## config.mk

```make
export PLATFORM = sky130hd
export DESIGN_NAME = dac_spi_responder_flat
export DESIGN_NICKNAME = d
export VERILOG_FILES = /design/src/rtl/dac_spi_responder_if.sv /design/src/rtl/dac_spi_responder.sv /design/src/flat_wrapper.sv
export SDC_FILE = /design/constraint.sdc
export NUM_CORES = 1
export LEC_CHECK = 0
export BUFFER_PORTS_ARGS = -buffer_cell sky130_fd_sc_hd__buf_2
export CORE_UTILIZATION = 45
export CTS_BUF_LIST = sky130_fd_sc_hd__clkbuf_16
export DETAILED_ROUTE_END_ITERATION = 6
export PLACE_DENSITY = 0.67
export SYNTH_ARGS = -nofsm -noshare
export SYNTH_HDL_FRONTEND = slang
export SYNTH_SLANG_ARGS = --single-unit
```

## constraint.sdc

```tcl
create_clock -name i_Clk -period 1.5 [get_ports i_Clk]
set_input_delay 0.225 -clock i_Clk [delete_from_list [all_inputs] [get_ports i_Clk]]
set_output_delay 0.225 -clock i_Clk [all_outputs]
set_load 0.02 [all_outputs]
```

## src/rtl/dac_spi_responder_if.sv

```systemverilog
// DAC SPI link plus the deframed-word status bundle seen by the DAC model.
interface dac_spi_responder_if #(
   parameter int unsigned WORD_BITS = 16
);
   logic                 i_SPI_Clk;
   logic                 i_SPI_MOSI;
   logic                 i_SPI_CS_n;
   logic                 o_SPI_MISO;
   logic [WORD_BITS-1:0] o_Word;
   logic                 o_Word_DV;
   logic                 o_Frame_Err;
   logic                 o_Busy;
   logic [15:0]          o_Frame_Count;
   logic [7:0]           o_Err_Count;

   // SPI master side (drives the pins, observes the responder status)
   modport master (
      output i_SPI_Clk, i_SPI_MOSI, i_SPI_CS_n,
      input  o_SPI_MISO, o_Word, o_Word_DV, o_Frame_Err, o_Busy,
             o_Frame_Count, o_Err_Count
   );

   // Responder side
   modport slave (
      input  i_SPI_Clk, i_SPI_MOSI, i_SPI_CS_n,
      output o_SPI_MISO, o_Word, o_Word_DV, o_Frame_Err, o_Busy,
             o_Frame_Count, o_Err_Count
   );
endinterface

```

## src/rtl/dac_spi_responder.sv

```systemverilog
// SPI mode-0 responder modelling the 16-bit DAC: oversamples the SPI pins,
// deframes one word per CS_n window and strobes it out.
// Optional readback of the previous word on MISO: define DAC_SPI_READBACK_EN.
module dac_spi_responder #(
   parameter int unsigned WORD_BITS   = 16,
   parameter int unsigned SYNC_STAGES = 2    // legal 2..3
) (
   input logic                 i_Clk,
   input logic                 i_Rst_L,
   dac_spi_responder_if.slave  bus
);

   localparam int unsigned CNT_W   = $clog2(WORD_BITS + 1);
   localparam int unsigned FLUSH_W = $clog2(SYNC_STAGES + 2);
   localparam logic [CNT_W-1:0]   CNT_FULL   = CNT_W'(WORD_BITS);
   localparam logic [FLUSH_W-1:0] FLUSH_DONE = FLUSH_W'(SYNC_STAGES + 1);

   localparam logic [1:0] ST_IDLE  = 2'd0;
   localparam logic [1:0] ST_SHIFT = 2'd1;
   localparam logic [1:0] ST_FULL  = 2'd2;
   localparam logic [1:0] ST_ERR   = 2'd3;

   logic [SYNC_STAGES-1:0] cs_sync, sclk_sync, mosi_sync;
   logic                   cs_hist, sclk_hist;
   logic                   cs_last, sclk_last;
   logic                   cs_fall_c, cs_rise_c, sclk_rise_c;
   logic                   cs_fall_q, cs_rise_q, sclk_rise_q, mosi_q;

   logic [FLUSH_W-1:0]     flush_cnt;
   logic                   armed;

   logic [1:0]             state, state_d;
   logic [WORD_BITS-1:0]   shift_sr, shift_sr_d;
   logic [CNT_W-1:0]       bit_cnt, bit_cnt_d;
   logic                   commit_ok, commit_ok_d;
   logic                   commit_err, commit_err_d;

   logic [WORD_BITS-1:0]   word_q;
   logic                   word_dv_q, frame_err_q, busy_q;
   logic [15:0]            frame_cnt_q;
   logic [7:0]             err_cnt_q;

   assign cs_last     = cs_sync[SYNC_STAGES-1];
   assign sclk_last   = sclk_sync[SYNC_STAGES-1];
   assign cs_fall_c   = cs_hist & ~cs_last;
   assign cs_rise_c   = ~cs_hist & cs_last;
   assign sclk_rise_c = ~sclk_hist & sclk_last;

   // Synchronisers, history flops and registered edge/data pulses
   always_ff @(posedge i_Clk or negedge i_Rst_L) begin
      if (!i_Rst_L) begin
         cs_sync     <= '1;
         sclk_sync   <= '0;
         mosi_sync   <= '0;
         cs_hist     <= 1'b1;
         sclk_hist   <= 1'b0;
         cs_fall_q   <= 1'b0;
         cs_rise_q   <= 1'b0;
         sclk_rise_q <= 1'b0;
         mosi_q      <= 1'b0;
      end else begin
         cs_sync     <= {cs_sync[SYNC_STAGES-2:0],   bus.i_SPI_CS_n};
         sclk_sync   <= {sclk_sync[SYNC_STAGES-2:0], bus.i_SPI_Clk};
         mosi_sync   <= {mosi_sync[SYNC_STAGES-2:0], bus.i_SPI_MOSI};
         cs_hist     <= cs_last;
         sclk_hist   <= sclk_last;
         cs_fall_q   <= cs_fall_c;
         cs_rise_q   <= cs_rise_c;
         sclk_rise_q <= sclk_rise_c;
         mosi_q      <= mosi_sync[SYNC_STAGES-1];
      end
   end

   // Arm only once the sync chain has flushed and CS_n is seen high, so a
   // CS_n already low at reset release cannot start a frame
   always_ff @(posedge i_Clk or negedge i_Rst_L) begin
      if (!i_Rst_L) begin
         flush_cnt <= '0;
         armed     <= 1'b0;
      end else if (flush_cnt != FLUSH_DONE) begin
         flush_cnt <= flush_cnt + FLUSH_W'(1);
      end else if (cs_hist) begin
         armed <= 1'b1;
      end
   end

   // Frame state register and datapath
   always_ff @(posedge i_Clk or negedge i_Rst_L) begin
      if (!i_Rst_L) begin
         state      <= ST_IDLE;
         shift_sr   <= '0;
         bit_cnt    <= '0;
         commit_ok  <= 1'b0;
         commit_err <= 1'b0;
      end else begin
         state      <= state_d;
         shift_sr   <= shift_sr_d;
         bit_cnt    <= bit_cnt_d;
         commit_ok  <= commit_ok_d;
         commit_err <= commit_err_d;
      end
   end

   // Next-state logic; cs_rise takes priority over a same-cycle sclk_rise
   always_comb begin
      state_d      = state;
      shift_sr_d   = shift_sr;
      bit_cnt_d    = bit_cnt;
      commit_ok_d  = 1'b0;
      commit_err_d = 1'b0;
      case (state)
         ST_IDLE: begin
            if (cs_fall_q && armed) begin
               shift_sr_d = '0;
               bit_cnt_d  = '0;
               state_d    = ST_SHIFT;
            end
         end
         ST_SHIFT: begin
            if (cs_rise_q) begin
               commit_err_d = 1'b1;
               state_d      = ST_IDLE;
            end else if (sclk_rise_q) begin
               shift_sr_d = {shift_sr[WORD_BITS-2:0], mosi_q};
               bit_cnt_d  = bit_cnt + CNT_W'(1);
               if (bit_cnt_d == CNT_FULL) begin
                  state_d = ST_FULL;
               end
            end
         end
         ST_FULL: begin
            if (cs_rise_q) begin
               commit_ok_d = 1'b1;
               state_d     = ST_IDLE;
            end else if (sclk_rise_q) begin
               state_d = ST_ERR;
            end
         end
         default: begin
            if (cs_rise_q) begin
               commit_err_d = 1'b1;
               state_d      = ST_IDLE;
            end
         end
      endcase
   end

   // Registered outputs: word, strobes, counters, busy
   always_ff @(posedge i_Clk or negedge i_Rst_L) begin
      if (!i_Rst_L) begin
         word_q      <= '0;
         word_dv_q   <= 1'b0;
         frame_err_q <= 1'b0;
         busy_q      <= 1'b0;
         frame_cnt_q <= '0;
         err_cnt_q   <= '0;
      end else begin
         word_dv_q   <= commit_ok;
         frame_err_q <= commit_err;
         busy_q      <= (state != ST_IDLE);
         if (commit_ok) begin
            word_q      <= shift_sr;
            frame_cnt_q <= frame_cnt_q + 16'd1;
         end
         if (commit_err && (err_cnt_q != 8'hFF)) begin
            err_cnt_q <= err_cnt_q + 8'd1;
         end
      end
   end

   assign bus.o_Word        = word_q;
   assign bus.o_Word_DV     = word_dv_q;
   assign bus.o_Frame_Err   = frame_err_q;
   assign bus.o_Busy        = busy_q;
   assign bus.o_Frame_Count = frame_cnt_q;
   assign bus.o_Err_Count   = err_cnt_q;

`ifdef DAC_SPI_READBACK_EN
   logic [WORD_BITS-1:0] rb_sr;
   logic                 rb_active;
   logic                 miso_q;
   logic                 sclk_fall_c;

   assign sclk_fall_c = sclk_hist & ~sclk_last;

   // Readback: load last word at frame start, shift out on each SCLK fall;
   // driven from the unregistered edges to leave setup margin for the master
   always_ff @(posedge i_Clk or negedge i_Rst_L) begin
      if (!i_Rst_L) begin
         rb_sr     <= '0;
         rb_active <= 1'b0;
         miso_q    <= 1'b0;
      end else if (cs_rise_c) begin
         rb_active <= 1'b0;
         miso_q    <= 1'b0;
      end else if (cs_fall_c && armed && (state == ST_IDLE)) begin
         rb_sr     <= word_q;
         rb_active <= 1'b1;
         miso_q    <= word_q[WORD_BITS-1];
      end else if (rb_active && sclk_fall_c) begin
         rb_sr  <= {rb_sr[WORD_BITS-2:0], 1'b0};
         miso_q <= rb_sr[WORD_BITS-2];
      end
   end

   assign bus.o_SPI_MISO = miso_q;
`else
   assign bus.o_SPI_MISO = 1'b0;
`endif

endmodule

```

## src/flat_wrapper.sv

```systemverilog
// flat-port wrapper written by rule: the top's interface ports become plain ports
module dac_spi_responder_flat 
#(
   parameter int unsigned WORD_BITS   = 16,
   parameter int unsigned SYNC_STAGES = 2                 
)
  (i_Clk, i_Rst_L, bus_i_SPI_Clk, bus_i_SPI_MOSI, bus_i_SPI_CS_n, bus_o_SPI_MISO, bus_o_Word, bus_o_Word_DV, bus_o_Frame_Err, bus_o_Busy, bus_o_Frame_Count, bus_o_Err_Count);
  dac_spi_responder_if #(.WORD_BITS(WORD_BITS)) bus_i ();
  input logic i_Clk;
  input logic i_Rst_L;
  input wire logic [$bits(bus_i.i_SPI_Clk)-1:0] bus_i_SPI_Clk;
  input wire logic [$bits(bus_i.i_SPI_MOSI)-1:0] bus_i_SPI_MOSI;
  input wire logic [$bits(bus_i.i_SPI_CS_n)-1:0] bus_i_SPI_CS_n;
  output wire logic [$bits(bus_i.o_SPI_MISO)-1:0] bus_o_SPI_MISO;
  output wire logic [$bits(bus_i.o_Word)-1:0] bus_o_Word;
  output wire logic [$bits(bus_i.o_Word_DV)-1:0] bus_o_Word_DV;
  output wire logic [$bits(bus_i.o_Frame_Err)-1:0] bus_o_Frame_Err;
  output wire logic [$bits(bus_i.o_Busy)-1:0] bus_o_Busy;
  output wire logic [$bits(bus_i.o_Frame_Count)-1:0] bus_o_Frame_Count;
  output wire logic [$bits(bus_i.o_Err_Count)-1:0] bus_o_Err_Count;
  assign bus_i.i_SPI_Clk = bus_i_SPI_Clk;
  assign bus_i.i_SPI_MOSI = bus_i_SPI_MOSI;
  assign bus_i.i_SPI_CS_n = bus_i_SPI_CS_n;
  assign bus_o_SPI_MISO = bus_i.o_SPI_MISO;
  assign bus_o_Word = bus_i.o_Word;
  assign bus_o_Word_DV = bus_i.o_Word_DV;
  assign bus_o_Frame_Err = bus_i.o_Frame_Err;
  assign bus_o_Busy = bus_i.o_Busy;
  assign bus_o_Frame_Count = bus_i.o_Frame_Count;
  assign bus_o_Err_Count = bus_i.o_Err_Count;
  dac_spi_responder #(.WORD_BITS(WORD_BITS), .SYNC_STAGES(SYNC_STAGES)) u_core (.i_Clk(i_Clk), .i_Rst_L(i_Rst_L), .bus(bus_i));
endmodule
```

==> results of run 1 <==
## power groups by stage
stage	Sequential, mW	Clock (mW)	Combinational (mW)
after floorplan	2.56	0	0.168
after global placement	2.48	0	0.424
after detailed placement	2.49	0	0.435
after CTS	2.45	2.53	0.446
after global routing	2.46	2.61	0.530
final	2.45	2.46	0.480
## cell usage in the layout (no fill, tap or decap), types with 3 or more instances in the layout
cell type      count
nand3_1            8
nand3b_1           4
a21oi_1            6
mux2_2            20
buf_4             12
ha_1               4
a22o_1            18
nand2_1           13
bufinv_16          3
clkbuf_16          9
nor2_1             4
and2_1             3
o21ai_0            5
dfrtp_1           80
dfstp_2            3
buf_2             46
dlygate4sd3_1      4
xnor2_1           13
xor2_1             6
nor2b_1            4
and3_1             6
## flip-flops by register name (all words and copies together) (netlist names)
name                      flops
u_core.armed                  1
u_core.bit_cnt                5
u_core.bus.o_Busy             1
u_core.bus.o_Err_Count        8
u_core.bus.o_Frame_Count     16
u_core.bus.o_Frame_Err        1
u_core.bus.o_Word            16
u_core.bus.o_Word_DV          1
u_core.commit_err             1
u_core.commit_ok              1
u_core.cs_fall_q              1
u_core.cs_hist                1
u_core.cs_rise_q              1
u_core.cs_sync                2
u_core.flush_cnt              2
u_core.mosi_q                 1
u_core.mosi_sync              2
u_core.sclk_hist              1
u_core.sclk_rise_q            1
u_core.sclk_sync              2
u_core.shift_sr              16
u_core.state                  2
## metal layers
metal / vias to the layer above / wire [um] / track usage
li1: 957 / - / -
met1: 995 / 2520 / 0.206
met2: 47 / 2500 / 0.253
met3: 7 / 201 / 0.0510
met4: 0 / 62 / 0.0682
met5: - / 0 / 0
## logic make-up (layout without fill, tap and decap cells)
kind of cell             after synthesis  after routing  share of synthesized area
multiplexers                          21             21                     0.0739
adder cells (fa/ha/maj)                4              4                     0.0157
XOR/XNOR                              19             19                     0.0523
AND/OR/NAND/NOR                       58             58                      0.110
buffers and inverters                  8             81                     0.0130
other                                  1              1                    0.00118
flip-flops                            83             83                      0.653
AO/OA/AOI/OAI                         35             35                     0.0802
## worst min-delay path by stage
stage,from,to,slack [ns]
finish,u_core.sclk_sync[0],u_core.sclk_sync[1],0.35
global route,u_core.sclk_sync[0],u_core.sclk_sync[1],0.36
CTS,u_core.sclk_sync[0],u_core.sclk_sync[1],0.35
detailed placement,i_Rst_L,u_core.bus.o_Err_Count[6],0.19
global placement,i_Rst_L,u_core.bus.o_Err_Count[5],0.19
floorplan,i_Rst_L,u_core.armed,-0.07
## repair_timing
item,in CTS,in global routing
gates resized for setup,0,3
hold buffers,4,0
setup buffers,0,2
setup endpoints to repair,0,15
endpoints found under the hold margin,32,0
## layout make-up
type | count | share of cell area
sequential | 83 | 0.518
multi-input combinational | 138 | 0.266
timing repair buffer | 64 | 0.0997
clock buffer | 9 | 0.0561
tap | 96 | 0.0299
clock inverter | 7 | 0.0290
inverter | 1 | 0.000935
## through the flow
step           cell area [um2]  setup slack (ns)  cells  power (mW)  utilization
2_1_floorplan             3180           0.00330    229        2.73            -
3_3_place_gp              3610             0.103    376        2.91        0.529
3_5_place_dp              3610            0.0337    376        2.93        0.529
4_1_cts                   3990            0.0245    396        5.42        0.585
5_1_grt                   4020           0.00740    398        5.60        0.588
6_report                  4020            0.0598    398        5.38        0.588
==> flow_metrics.py, run 1 <==
metrics = {
    "synth": {
        "syn-num-nets": 238,
        "ys_seq_elements": 83,
        "avgSynthCellArea_um2": 13.9,
        "number_of_flops_mapped_to_enable_cells_by_yosys": 0,
        "postSynth.asyncResetShare": 1.00,
        "main_area_contributors_after_synthesis": "dfrtp_1 63%, mux2_2 7.1%, a22o_1 5.0%",
        "yosys_warnings": 0,
        "synth_top_cell_by_area": "dfrtp_1",
        "area_share_of_the_largest_cell_type_after_synthesis": 0.629,
        "netlist_top_cells_count": "80 x dfrtp_1, 20 x mux2_2, 18 x a22o_1, 13 x nand2_1, 13 x xnor2_1",
        "synth_sequential_area_ratio": 0.653,
        "postSynthCellCount": 229,
        "synthesis.area_um2": 3180,
        "most_repeated_cell_in_the_gate_level_netlist_after_synthesis": "dfrtp_1",
        "netlist_cell_types": 36,
        "postSynth.topFlopCell": "dfrtp_1",
    },
    "layout": {
        "multi_input_area_um2": 1070,
        "ratio_of_cells_with_drive_above_1_in_the_final_layout": 0.351,
        "filler_cell_count": 556,
        "fin_nets": 306,
        "layout.area.seq_um2": 2080,
        "diodes": 0,
        "areaGrowthSynthToFinish_pct": 26.1,
    },
    "floorplan": {
        "fp.coreArea_um2": 6830,
        "chipWidth_um": 86.1,
        "core.rowCount": 30,
        "dieArea_um2": 7420,
        "floorplan.initialDensity": 0.466,
        "chipHeight_um": 86.1,
        "pin_count": 49,
    },
    "clock_network": {
        "clock_sink_count": 83,
        "clock_tree.root_cell": "clkbuf_16",
        "htree_num_levels": 3,
        "tritoncts.num_buffers": 9,
        "cts_max_path_buffers": 2,
        "clkLatencyLatePin_ns": 0.33,
        "clk_pin_slew_ns": 0.06,
        "cts_tree": "done",
    },
    "placement": {
        "place_congestion": 0.739,
        "hpwl_um": 3630,
        "portBuffers": 47,
    },
    "routing": {
        "antenna_violating_nets_post_route": 0,
        "violation_count_after_the_first_detailed_route_iteration": 88,
        "detail_route.vias_per_cell": 5.04,
        "postRouteWirelength_um": 5290,
        "drcViolationCount": 0,
        "dr.pass1.iters": 4,
        "wl_per_cell_um": 13.3,
        "dr_total_vias": 2006,
    },
    "worst_setup_path": {
        "setup.worst_path.end_class": "flip-flop",
        "path_max_fanout": 9,
        "critical_path.cell_chain": "nand3b_1 > a21o_2 > buf_4 > a22o_1",
        "critPathKind": "reg -> reg",
        "critPathRequiredTime_ns": 1.71,
        "timing.critical_path.slowest_cell_delay_ns": 0.45,
        "worst_setup_path_start_kind": "flip-flop",
        "critical_path_cell_count": 4,
        "r2r_slack_ns": 0.06,
        "worst_setup_path_startpoint": "u_core.state[0]",
        "critical_path.endpoint": "u_core.shift_sr[9]",
        "r2r_cells": 4,
        "crit-reg2reg-capture": "u_core.shift_sr[9]",
        "cpMaxStageDelayCell": "dfrtp_1",
        "critical_path_buf_inv_count": 1,
        "wp_data_arrival_ns": 1.65,
        "reg2reg_from": "u_core.state[0]",
        "critical-path-top-delay-family": "compound AO/OA/AOI/OAI gates",
    },
    "grt": {
        "number_of_antenna_violations_at_the_first_check_in_global_routing": 0,
        "globalRouteOverflowTotal": 0,
        "groute.usage.overall": 0.161,
        "maximum_number_of_pins_on_one_net_before_global_route_repair": 32,
        "grt_pass1_vias": 2035,
        "grt_pass1_wl_um": 9180,
    },
    "sta": {
        "rsz0062_at_grt": "no",
        "max_slew_vio_count": 0,
        "upper_clock_frequency_limit_mhz": 694,
        "fin_crit_ns": 1.44,
        "finalHoldViolations": 0,
        "finalSetupViolations": 0,
        "fin_setup_tns_ns": 0,
        "fin_worst_hold_slack_ns": 0.348,
        "post-route-period-util": 0.960,
        "fin_skew_ns": 0.00774,
    },
    "power_and_ir_drop": {
        "clock_power_share": 0.457,
        "seq_power_share": 0.454,
        "internal_power_mw": 4.19,
        "swShare": 0.221,
        "power-per-cell-area_nw_per_um2": 1340,
        "total_leakage_power_nw": 2.07,
        "net_switching_component_of_the_power_mw": 1.19,
        "ir_worst_vdd_mv": 0.867,
        "power.combinational.fraction": 0.089,
    },
    "outcome": {
        "status": "finished clean",
    },
    "flow_run": {
        "max_cap_violations": 0,
    },
    "hold_path": {
        "holdCritPathClass": "reg -> reg",
        "count_of_cells_along_the_worst_hold_path": 0,
    },
}
No activity file was read; power rests on OpenSTA's default activity.
==> run 2, diff against run 1 <==
--- a/config.mk
+++ b/config.mk
@@ -5,11 +5,12 @@
 export SDC_FILE = /design/constraint.sdc
 export NUM_CORES = 1
 export LEC_CHECK = 0
+export ABC_AREA = 1
 export BUFFER_PORTS_ARGS = -buffer_cell sky130_fd_sc_hd__buf_2
 export CORE_UTILIZATION = 45
 export CTS_BUF_LIST = sky130_fd_sc_hd__clkbuf_16
 export DETAILED_ROUTE_END_ITERATION = 6
-export PLACE_DENSITY = 0.67
+export PLACE_DENSITY = 0.66
 export SYNTH_ARGS = -nofsm -noshare
 export SYNTH_HDL_FRONTEND = slang
 export SYNTH_SLANG_ARGS = --single-unit
==> flow_metrics.py, run 2 <==
metrics = {
    "outcome": {
        "status": "finished clean",
    },
    "synth": {
        "ys_seq_elements": 83,
        "postSynth.asyncResetShare": 1.00,
        "yosys_warnings": 0,
        "synth_sequential_area_ratio": 0.612,
        "area_share_of_the_largest_cell_type_after_synthesis": 0.588,
        "most_repeated_cell_in_the_gate_level_netlist_after_synthesis": "dfrtp_1",
        "postSynth.topFlopCell": "dfrtp_1",
        "main_area_contributors_after_synthesis": "dfrtp_1 59%, nand2_1 8.6%, inv_1 4.6%",
        "number_of_flops_mapped_to_enable_cells_by_yosys": 0,
        "netlist_top_cells_count": "80 x dfrtp_1, 78 x nand2_1, 42 x inv_1, 22 x o21ai_0, 16 x nand3_1",
        "syn-num-nets": 343,
        "netlist_cell_types": 34,
        "avgSynthCellArea_um2": 10.2,
        "synth_top_cell_by_area": "dfrtp_1",
        "postSynthCellCount": 334,
        "synthesis.area_um2": 3400,
    },
    "grt": {
        "grt_pass1_vias": 2186,
        "groute.usage.overall": 0.163,
        "number_of_antenna_violations_at_the_first_check_in_global_routing": 0,
        "maximum_number_of_pins_on_one_net_before_global_route_repair": 42,
        "globalRouteOverflowTotal": 0,
        "grt_pass1_wl_um": 9600,
    },
    "floorplan": {
        "core.rowCount": 31,
        "chipHeight_um": 89.0,
        "chipWidth_um": 89.0,
        "pin_count": 49,
        "dieArea_um2": 7910,
        "floorplan.initialDensity": 0.467,
        "fp.coreArea_um2": 7290,
    },
    "worst_setup_path": {
        "critPathKind": "reg -> reg",
        "critPathRequiredTime_ns": 1.72,
        "worst_setup_path_start_kind": "flip-flop",
        "path_max_fanout": 9,
        "setup.worst_path.end_class": "flip-flop",
        "wp_data_arrival_ns": 1.63,
    },
    "clock_network": {
        "clock_tree.root_cell": "clkbuf_16",
        "cts_tree": "done",
        "htree_num_levels": 3,
        "clkLatencyLatePin_ns": 0.33,
        "cts_max_path_buffers": 2,
        "tritoncts.num_buffers": 9,
        "clock_sink_count": 83,
        "clk_pin_slew_ns": 0.06,
    },
    "layout": {
        "ratio_of_cells_with_drive_above_1_in_the_final_layout": 0.217,
        "postLayoutCoreUtil": 0.562,
        "diodes": 0,
        "final-instance-count-excl-fill": 496,
        "final_common_cell": "dfrtp_1",
        "filler_cell_count": 675,
        "areaGrowthSynthToFinish_pct": 20.5,
        "fin_nets": 402,
        "mostFrequentLayoutCells": "79 x dfrtp_1, 78 x nand2_1, 46 x buf_2, 43 x inv_1, 22 x o21ai_0",
    },
    "placement": {
        "dpl.cell_count": 477,
        "dpl_worst_slack_ns": 0.106,
        "hpwl_um": 3940,
        "portBuffers": 47,
        "place_congestion": 0.800,
    },
    "sta": {
        "fin_worst_hold_slack_ns": 0.288,
        "finalSetupViolations": 0,
        "upper_clock_frequency_limit_mhz": 709,
        "fin_crit_ns": 1.41,
        "post-route-period-util": 0.941,
        "fin_skew_ns": 0.00700,
        "rsz0062_at_grt": "no",
        "finalHoldViolations": 0,
        "fin_setup_tns_ns": 0,
        "max_slew_vio_count": 0,
        "layout_setup_ws_ns": 0.0892,
    },
    "routing": {
        "antenna_violating_nets_post_route": 0,
        "dr_total_vias": 2368,
        "wl_per_cell_um": 11.5,
        "postRouteWirelength_um": 5700,
        "drcViolationCount": 0,
        "detail_route.vias_per_cell": 4.77,
        "dr.pass1.iters": 5,
        "violation_count_after_the_first_detailed_route_iteration": 124,
    },
    "power_and_ir_drop": {
        "clock_power_share": 0.349,
        "seq_power_share": 0.465,
        "power-per-cell-area_nw_per_um2": 1430,
        "total_leakage_power_nw": 2.08,
        "power.combinational.fraction": 0.186,
        "ir_worst_vdd_mv": 0.624,
        "swShare": 0.294,
        "internal_power_mw": 4.14,
        "net_switching_component_of_the_power_mw": 1.72,
    },
    "hold_path": {
        "holdCritPathClass": "in -> async",
    },
    "flow_run": {
        "max_cap_violations": 0,
    },
}
-- run 2: cell types whose count changed after synthesis, sizes merged, moves of 10 or more --
cell,change
nand2,+69
inv,+44
o21ai,+22
mux2,-19
a22o,-18
o22ai,+14
nand3,+10
nor2,+10
-- run 2: metal layers --
layer / vias up / GRT usage / part of all wire
li1: 1195 / - / -
met1: 1114 / 0.199 / 0.47
met2: 49 / 0.264 / 0.47
met3: 10 / 0.0379 / 0.038
met4: 0 / 0.0996 / 0.024
met5: - / 0 / 0
-- run 2: path summary, 6_finish.rpt --
path                                     start                           end  slack (ns)  cells after the start
max in group asynchronous              i_Rst_L             u_core.cs_sync[1]        0.73                      3
min in group i_Clk         u_core.mosi_sync[1]                 u_core.mosi_q        0.35                      0
hold / removal                         i_Rst_L   u_core.bus.o_Frame_Count[9]        0.29                      2
setup / recovery              u_core.commit_ok  u_core.bus.o_Frame_Count[13]        0.09                      7
setup reg to reg              u_core.commit_ok  u_core.bus.o_Frame_Count[13]        0.09                      7
hold reg to reg            u_core.mosi_sync[1]                 u_core.mosi_q        0.35                      0
-- run 2: cell type report --
class                      count  area, um2  area share
clock inverter                 6       48.8      0.0119
inverter                      45        169      0.0412
timing repair buffer          56        353      0.0861
multi-input combinational    198       1100       0.268
clock buffer                   9        225      0.0549
tap                           99        124      0.0302
sequential                    83       2080       0.508
-- run 2: repair_timing --
item                                    in CTS  in global routing
hold endpoints to repair                    15                  0
gates resized for setup                      0                  2
endpoints found under the setup margin       0                  4
hold buffers                                 4                  0
buffers inserted                             0                  0
-- run 2: power by group through the flow --
stage	Combinational (mW)	Clock (mW)	Sequential, mW
finish	1.09	2.04	2.73
global route	1.24	2.20	2.76
CTS	1.11	2.11	2.72
detailed placement	1.09	0	2.76
global placement	1.08	0	2.75
floorplan	0.644	0	2.87
-- run 2: cells by family after synthesis --
logic type,share of synthesized area
buffers and inverters,0.0666
xor gates and xnor gates,0.0412
AOI/OAI and AO/OA,0.0846
and+or+nand+nor,0.177
muxes,0.00331
DFF,0.612
adders and majority gates,0.0147
other,0.00110
-- run 2: critical path: stages, from the launching register on --
cell     delay [ns]
dfrtp_1        0.55
nand2_4        0.09
nor2_4         0.15
nand3_4        0.10
nor2_4         0.14
nand2_2        0.09
o21ai_1        0.13
nand2_1        0.06
-- run 2: stage by stage --
stage          area (um2)  power [mW]
3_3_place_gp         3780        3.83
2_1_floorplan        3400        3.51
3_5_place_dp         3780        3.86
5_1_grt              4100        6.20
6_report             4100        5.86
4_1_cts              4100        5.94
==> run 3, diff against run 2 <==
--- a/config.mk
+++ b/config.mk
@@ -11,6 +11,7 @@
 export CTS_BUF_LIST = sky130_fd_sc_hd__clkbuf_16
 export DETAILED_ROUTE_END_ITERATION = 6
 export PLACE_DENSITY = 0.66
+export REMOVE_ABC_BUFFERS = 1
 export SYNTH_ARGS = -nofsm -noshare
 export SYNTH_HDL_FRONTEND = slang
 export SYNTH_SLANG_ARGS = --single-unit
==> constraint.sdc (replaced) <==
create_clock -name i_Clk -period 1.3 [get_ports i_Clk]
set_input_delay 0.195 -clock i_Clk [delete_from_list [all_inputs] [get_ports i_Clk]]
set_output_delay 0.195 -clock i_Clk [all_outputs]
set_load 0.02 [all_outputs]
==> flow_metrics.py, run 3 (same netlist as run 2, synthesis figures left out) <==
metrics = {
    "outcome": {
        "status": "complete, but fails checks",
        "violated_checks": "negative setup slack",
    },
    "clock_network": {
        "tritoncts.num_buffers": 9,
        "clk_pin_slew_ns": 0.06,
        "clock_tree.root_cell": "clkbuf_16",
        "cts_tree": "done",
        "clock_sink_count": 83,
        "htree_num_levels": 3,
        "cts_max_path_buffers": 2,
        "clkLatencyLatePin_ns": 0.33,
    },
    "layout": {
        "fin_nets": 434,
        "areaGrowthSynthToFinish_pct": 34.5,
        "filler_cell_count": 598,
        "mostFrequentLayoutCells": "74 x dfrtp_1, 71 x nand2_1, 46 x buf_2, 40 x inv_1, 31 x buf_4",
        "diodes": 0,
        "ratio_of_cells_with_drive_above_1_in_the_final_layout": 0.385,
        "final_common_cell": "dfrtp_1",
    },
    "routing": {
        "dr.pass1.iters": 4,
        "wl_per_cell_um": 12.8,
        "drcViolationCount": 0,
        "violation_count_after_the_first_detailed_route_iteration": 112,
        "antenna_violating_nets_post_route": 0,
        "detail_route.vias_per_cell": 4.85,
        "postRouteWirelength_um": 6770,
        "dr_total_vias": 2562,
    },
    "sta": {
        "max_slew_vio_count": 0,
        "post-route-period-util": 1.03,
        "rsz0062_at_grt": "yes",
        "upper_clock_frequency_limit_mhz": 750,
        "layout_setup_ws_ns": -0.0342,
        "finalHoldViolations": 0,
        "fin_crit_ns": 1.33,
        "fin_setup_tns_ns": -0.284,
        "fin_skew_ns": 0.00834,
        "finalSetupViolations": 11,
    },
    "grt": {
        "grt_pass1_wl_um": 10200,
        "groute.usage.overall": 0.174,
        "globalRouteOverflowTotal": 0,
        "maximum_number_of_pins_on_one_net_before_global_route_repair": 52,
        "grt_pass1_vias": 2235,
        "number_of_antenna_violations_at_the_first_check_in_global_routing": 0,
    },
    "placement": {
        "hpwl_um": 4150,
        "place_congestion": 0.865,
        "portBuffers": 47,
    },
    "floorplan": {
        "floorplan.initialDensity": 0.467,
        "chipHeight_um": 89.0,
        "pin_count": 49,
        "dieArea_um2": 7910,
        "chipWidth_um": 89.0,
        "core.rowCount": 31,
        "fp.coreArea_um2": 7290,
    },
    "worst_setup_path": {
        "setup.worst_path.end_class": "flip-flop",
        "worst_setup_path_start_kind": "flip-flop",
        "wp_data_arrival_ns": 1.54,
        "path_max_fanout": 8,
        "critPathKind": "reg -> reg",
        "critPathRequiredTime_ns": 1.51,
    },
    "power_and_ir_drop": {
        "net_switching_component_of_the_power_mw": 2.31,
        "swShare": 0.316,
        "power.combinational.fraction": 0.263,
        "power-per-cell-area_nw_per_um2": 1600,
        "total_leakage_power_nw": 2.25,
        "seq_power_share": 0.434,
        "internal_power_mw": 5.01,
        "power.total_mw": 7.32,
        "clock_power_share": 0.303,
        "ir_worst_vdd_mv": 0.858,
    },
    "hold_path": {
        "holdCritPathClass": "reg -> reg",
    },
    "flow_run": {
        "max_cap_violations": 0,
    },
}
==> run 3: what timing repair did <==
action | CTS | global route
hold endpoints to repair | 83 | 0
pin swaps | 0 | 15
setup buffers | 1 | 17
gates resized for setup | 0 | 62
hold buffers | 4 | 0
setup endpoints to repair | 1 | 38
cloned | 0 | 1
==> run 3: critical path, stage by stage, from the launching register on <==
cell,delay [ns]
dfrtp_2,0.45
inv_2,0.10
nand2_4,0.06
nor2_4,0.11
nand2_4,0.09
o21ai_4,0.13
clkbuf_16,0.22
o22ai_2,0.06
==> run 3: per-stage QoR <==
step                cells  hold slack, ns  area, um2  utilization  setup WS (ns)
global placement      490           0.175       3880        0.532         0.0296
global route          528           0.364       4580        0.627         -0.106
finish                528           0.347       4580        0.627        -0.0342
detailed placement    490           0.176       3880        0.532        -0.0118
CTS                   510           0.350       4190        0.574        0.00224
floorplan             326          -0.101       3340            -         -0.189
==> run 3: cell type report <==
cell class                      instances  area (um2)  area share
Sequential cell                        83        2090       0.456
Multi-Input combinational cell        198        1310       0.286
Timing Repair Buffer                   88         622       0.136
Clock buffer                            9         225      0.0492
Clock inverter                          6        33.8     0.00738
Tap cell                               99         124      0.0271
Inverter                               45         174      0.0380
==> run 3: power groups by stage <==
stage | combinational (mW) | clock (mW) | sequential, mW
6_report | 1.93 | 2.22 | 3.17
5_1_grt | 2.11 | 2.41 | 3.21
4_1_cts | 1.51 | 2.27 | 3.09
3_5_place_dp | 1.46 | 0 | 3.14
3_3_place_gp | 1.43 | 0 | 3.13
2_1_floorplan | 0.646 | 0 | 3.34
==> run 3: final timing paths <==
check | slack, ns | startpoint | cells past startpoint | end
setup / recovery | -0.03 | u_core.state[1] | 7 | u_core.shift_sr[13]
hold / removal | 0.35 | u_core.mosi_sync[0] | 0 | u_core.mosi_sync[1]
setup reg to reg | -0.03 | u_core.state[1] | 7 | u_core.shift_sr[13]
hold reg to reg | 0.35 | u_core.mosi_sync[0] | 0 | u_core.mosi_sync[1]
max in group asynchronous | 0.61 | i_Rst_L | 3 | u_core.cs_sync[0]
min in group asynchronous | 0.37 | i_Rst_L | 3 | u_core.bus.o_Frame_Count[10]
==> run 3: routing by layer <==
layer / track usage / share of wire
met3: 0.0508 / 0.039
met2: 0.266 / 0.49
met1: 0.230 / 0.45
met5: 0 / 0
met4: 0.0851 / 0.014
